$ cat config.mk
export PLATFORM = sky130hd
export DESIGN_NAME = alu_operand_stage
export DESIGN_NICKNAME = d
export VERILOG_FILES = /design/src/rtl/alu_operand_stage.sv
export SDC_FILE = /design/constraint.sdc
export NUM_CORES = 2
export LEC_CHECK = 0
export ABC_AREA = 1
export BUFFER_PORTS_ARGS = -buffer_cell sky130_fd_sc_hd__buf_2
export CORE_AREA = 2 2 351 353
export DETAILED_ROUTE_END_ITERATION = 8
export DIE_AREA = 0 0 353 355
export PLACE_DENSITY = 0.65
export SETUP_SLACK_MARGIN = 0.02
export SLEW_MARGIN = 20
export SYNTH_ARGS = -nofsm -noshare
export SYNTH_HDL_FRONTEND = slang
export SYNTH_SLANG_ARGS = --single-unit
$ cat constraint.sdc
create_clock -name clk -period 4.46 [get_ports clk]
set_input_delay 0.223 -clock clk [delete_from_list [all_inputs] [get_ports clk]]
set_output_delay 0.223 -clock clk [all_outputs]
set_load 0.01 [all_outputs]
$ cat src/rtl/alu_operand_stage.sv
// Register-read / operand-select stage ahead of the ALU: 31-entry register file,
// scoreboard-based RAW/WAW stall, and a registered valid/ready bundle.
module alu_operand_stage #(
    parameter int unsigned DATA_W = 32,
    parameter int unsigned LIT_W  = 16
) (
    input  logic              clk,
    input  logic              reset,
    input  logic              in_valid,
    output logic              in_ready,
    input  logic [4:0]        in_ra,
    input  logic [4:0]        in_rb,
    input  logic [4:0]        in_rc,
    input  logic [LIT_W-1:0]  in_lit,
    input  logic              in_use_lit,
    input  logic              in_wr,
    input  logic [5:0]        in_fn,
    input  logic              wb_en,
    input  logic [4:0]        wb_addr,
    input  logic [DATA_W-1:0] wb_data,
    output logic              out_valid,
    input  logic              out_ready,
    output logic [DATA_W-1:0] out_a,
    output logic [DATA_W-1:0] out_b,
    output logic [5:0]        out_fn,
    output logic [4:0]        out_rc,
    output logic              out_wr
);

    localparam int unsigned NREG  = 31;
    localparam logic [4:0]  R_ZERO = 5'd31;

    logic [DATA_W-1:0] rf_q [NREG];
    logic [NREG-1:0]   sb_q, sb_d;

    logic              out_valid_q, out_valid_d;
    logic [DATA_W-1:0] out_a_q, out_a_d, out_b_q, out_b_d;
    logic [5:0]        out_fn_q, out_fn_d;
    logic [4:0]        out_rc_q, out_rc_d;
    logic              out_wr_q, out_wr_d;

    logic              wb_live, issue, hazard;
    logic [DATA_W-1:0] rd_a, rd_b, lit_ext;

    // Pending write that is not being retired by this cycle's writeback.
    function automatic logic pend(input logic [NREG-1:0] sb, input logic [4:0] addr,
                                  input logic wen, input logic [4:0] waddr);
        if (addr == R_ZERO) return 1'b0;
        return sb[addr] && !(wen && (waddr == addr));
    endfunction

    assign wb_live = wb_en && (wb_addr != R_ZERO);
    assign lit_ext = {{(DATA_W-LIT_W){in_lit[LIT_W-1]}}, in_lit};

    // Write-first combinational reads; R31 is hardwired zero.
    assign rd_a = (in_ra == R_ZERO) ? '0 :
                  (wb_live && (wb_addr == in_ra)) ? wb_data : rf_q[in_ra];
    assign rd_b = (in_rb == R_ZERO) ? '0 :
                  (wb_live && (wb_addr == in_rb)) ? wb_data : rf_q[in_rb];

    assign hazard = pend(sb_q, in_ra, wb_en, wb_addr)
                 || (!in_use_lit && pend(sb_q, in_rb, wb_en, wb_addr))
                 || (in_wr && pend(sb_q, in_rc, wb_en, wb_addr));
    assign in_ready = !hazard && (!out_valid_q || out_ready);
    assign issue    = in_valid && in_ready;

    always_comb begin
        sb_d        = sb_q;
        out_valid_d = out_valid_q;
        out_a_d     = out_a_q;
        out_b_d     = out_b_q;
        out_fn_d    = out_fn_q;
        out_rc_d    = out_rc_q;
        out_wr_d    = out_wr_q;
        if (wb_live) sb_d[wb_addr] = 1'b0;
        if (issue && in_wr && (in_rc != R_ZERO)) sb_d[in_rc] = 1'b1;
        if (issue) begin
            out_valid_d = 1'b1;
            out_a_d     = rd_a;
            out_b_d     = in_use_lit ? lit_ext : rd_b;
            out_fn_d    = in_fn;
            out_rc_d    = in_rc;
            out_wr_d    = in_wr;
        end else if (out_valid_q && out_ready) begin
            out_valid_d = 1'b0;
        end
    end

    always_ff @(posedge clk) begin
        if (reset) begin
            sb_q        <= '0;
            out_valid_q <= 1'b0;
            out_a_q     <= '0;
            out_b_q     <= '0;
            out_fn_q    <= '0;
            out_rc_q    <= '0;
            out_wr_q    <= 1'b0;
        end else begin
            sb_q        <= sb_d;
            out_valid_q <= out_valid_d;
            out_a_q     <= out_a_d;
            out_b_q     <= out_b_d;
            out_fn_q    <= out_fn_d;
            out_rc_q    <= out_rc_d;
            out_wr_q    <= out_wr_d;
        end
    end

    always_ff @(posedge clk) begin
        if (reset) begin
            for (int i = 0; i < int'(NREG); i++) rf_q[i] <= '0;
        end else if (wb_live) begin
            rf_q[wb_addr] <= wb_data;
        end
    end

    assign out_valid = out_valid_q;
    assign out_a     = out_a_q;
    assign out_b     = out_b_q;
    assign out_fn    = out_fn_q;
    assign out_rc    = out_rc_q;
    assign out_wr    = out_wr_q;

endmodule

==> results.sh <==
export IMPL_maxCapViolations=0
export IMPL_synthXorXnorAreaFrac_pct=0.0434
export IMPL_stdcell_area_um2=67800
export IMPL_start_util_pct=49.8
export IMPL_drive_gt1_share_pct=8.29
export IMPL_dp_hpwl_um=145000
export IMPL_synth_area_um2=60500
export IMPL_first_iter_violations=9860
export IMPL_synthMuxAreaShare_pct=0
export IMPL_grtUsageTotal_pct=39.0
export IMPL_r2r_cells=10
export IMPL_yosys_warnings=0
export IMPL_wl_per_cell_um=28.0
export IMPL_core_area_um2=121000
export IMPL_synth_distinct_cells=26
export IMPL_synth_avg_cell_area_um2=8.27
export IMPL_path_class="input pin to output pin"
export IMPL_r2r_slack_ns=1.93
export IMPL_setup_tns_ns=0
export IMPL_path_max_fanout=39
export IMPL_p_per_area_nw_per_um2=396
export IMPL_synth_edff_count=1024
export IMPL_io_buffers=158
export IMPL_grt_max_degree=178
export IMPL_rsz0062_at_grt="no"
export IMPL_pin_count=159
export IMPL_min_from="in_use_lit"
export IMPL_vdd_ir_drop_max_v=0.000427
export IMPL_worst_pin_slew_ns=1.25
export IMPL_grt_pass1_vias=53200
export IMPL_path_buf_inv=5
export IMPL_die_h_um=355
export IMPL_crit_chain="dlygate4sd3_1, buf_2, inv_2, nand2_1, nand2_1, nand2_1, nand2_1, nand2_1, nand2_1, nor2_1, nand2_1, a21oi_1, nand2_1, nor2_4, buf_12, buf_2"
export IMPL_numCtsBuffers=130
export IMPL_period_share_pct=74.8
export IMPL_min_path_cells=5
export IMPL_cts_buffer_depth=3
export IMPL_status="finished, final reports clean"
export IMPL_antenna_found_initial=4
export IMPL_routed_wl_um=251000
export IMPL_grt_overflow=0
export IMPL_synth_largest_area_cell="edfxtp_1"
export IMPL_yosys_top_cells_count="nand2_1 (1938), nor2_1 (1308), edfxtp_1 (1024), inv_1 (519), o211ai_1 (455)"
export IMPL_drc_errors=0
export IMPL_synthSimpleGateAreaFrac_pct=26.4
export IMPL_fin_crit_ns=3.34
export IMPL_path_delay_family="buffers and inverters"
export IMPL_htree_levels=4
export IMPL_dieArea_um2=125000
export IMPL_hold_end="out_b[12]"
export IMPL_clk_latency_ns=0.78
export IMPL_yosysMostFrequentCell="nand2_1"
export IMPL_leakagePower_nw=27.0
export IMPL_place_ws_ns=1.19
export IMPL_gp_congestion=0.949
export IMPL_synth_top_family_by_area="simple AND/OR/NAND/NOR gates"
export IMPL_synthAdderAreaFrac_pct=0
export IMPL_fmax_mhz=300
export IMPL_num_rows=128
export IMPL_critical_path_slowest_cell="dlygate4sd3_1"
export IMPL_slowest_delay_ns=0.52
export IMPL_firstDrtPassIters=7
export IMPL_end_kind="output pin"
export IMPL_ys_seq_elements=1132
export IMPL_vias_per_cell=6.32
export IMPL_cts_sinks=1132
export IMPL_cts_tree="done"
export IMPL_setup_violations=0
export IMPL_synth_compound_area_share_pct=11.4
export IMPL_cts_root_buffer="clkbuf_16"
export IMPL_clk_pin_slew_ns=0.07
export IMPL_ys_flop_type="edfxtp_1"
export IMPL_total_power_mw=26.8
export IMPL_postSynthCellCount=7310
export IMPL_placed_area_um2=62800
export IMPL_start_kind="input pin"
export IMPL_num_vias=56800
export IMPL_hold_class="input pin to flip-flop"
export IMPL_hold_viol_final=0
export IMPL_post_cts_buffers=0
export IMPL_postRouteAntennaNets=0
export IMPL_synthTopCellsByArea="edfxtp_1 (51%), nand2_1 (12%), nor2_1 (8.1%), o211ai_1 (5.6%), dfxtp_1 (3.6%)"
export IMPL_fin_ws_ns=1.12
export IMPL_slew_headroom_pct=16.7
export IMPL_fin_skew_ns=0.0257
export IMPL_area_growth_pct=12.1
export IMPL_critPathMostFrequentCell="nand2_1"
export IMPL_cp_required_ns=4.24
export IMPL_synth_seq_area_share_pct=54.4
export IMPL_grt_first_pass_wirelength_um=358000
export IMPL_worstReg2RegEnd="out_a[26]"
export IMPL_final_util_pct=55.8
export IMPL_r2r_start="rf_q[4][26]"
export IMPL_dieWidth_um=353
export IMPL_synthArstFlopShare_pct=0
export IMPL_synth_top_area_share_pct=50.8
export IMPL_crit_arrival_ns=3.11
export IMPL_fin_nets=7335
export IMPL_timing_final_max_slew_violations=0
routing by layer:
layer / vias up / GRT usage (%) / share of wire, %
met1: 26900 / 51.0 / 36
met3: 835 / 12.8 / 16
li1: 24600 / - / -
met4: 6 / 22.2 / 6.0
met2: 4511 / 57.0 / 43
met5: - / 0 / 0.016
worst max-delay path by stage:
stage,start,to,cells after the start
finish,in_rc[0],in_ready,16
global route,in_rc[0],in_ready,16
CTS,in_rc[0],in_ready,16
detailed placement,in_rb[0],sb_q[25],12
global placement,in_rb[0],sb_q[6],12
floorplan,wb_addr[4],rf_q[13][0],10
layout make-up:
type / count / area [µm²]
Antenna cell: 8 / 20.0
Clock buffer: 172 / 3620
Clock inverter: 60 / 542
Fill cell: 11000 / 53600
Inverter: 527 / 2010
Multi-Input combinational cell: 5039 / 23300
Sequential cell: 1132 / 32900
Tap cell: 1625 / 2030
Timing Repair Buffer: 424 / 3350
sequential cells by signal, summed over array words and instances (netlist names):
signal / flops
out_b: 32
out_rc: 5
out_fn: 6
sb_q: 31
rf_q: 1024
out_wr: 1
out_a: 32
out_valid: 1
power by group:
part / switching (mW) / leakage, nW / internal (mW)
Clock: 4.49 / 2.03 / 6.27
Combinational: 2.69 / 14.4 / 0.902
Sequential: 0.313 / 10.6 / 12.2
Total: 7.49 / 27.0 / 19.3
per-stage QoR:
step                cells  hold slack [ns]
finish               8987            0.152
global route         8979            0.142
CTS                  8979           0.0807
detailed placement   8673            0.433
global placement     8673            0.432
floorplan            7341            0.322
logic make-up (layout without fill, tap and decap cells):
group                  after synthesis  in the layout
XOR/XNOR                             3              3
flip-flops                        1132           1132
AND/OR/NAND/NOR                   3940           3940
buffers and inverters             1170           1183
other                                1             40
AO/OA/AOI/OAI                     1064           1064
worst reg2reg max path, cell delays in order (launching register included):
cell,delay [ns]
edfxtp_1,0.40
nor2_1,0.47
nor2_1,0.29
nand2_1,0.12
nand4_1,0.08
nand3_1,0.31
nand3_1,0.24
nand2_1,0.21
a21oi_1,0.09
nand3_1,0.11
a21oi_1,0.08
cell usage in the layout, fill, tap and decap left out, drive strengths merged:
cell and instances:
clkbuf 172, nand4 257, dlygate4sd3 74, o211ai 455, nand3 421, o21ai 167, nand2 1938, edfxtp 1024
nor2 1310, o22ai 2, a21oi 322, inv 530, a22oi 33, bufinv 10, o221ai 3, clkinv 46
nor3 12, dfxtp 108, nand3b 2, buf 350, xor2 3, diode 8, clkinvlp 1, conb 32
o2111ai 82
what timing repair did:
action,CTS,global route
gates resized for setup,0,0
hold buffers,74,0
hold endpoints to repair,133,0
(Power assumes the default switching activity.)
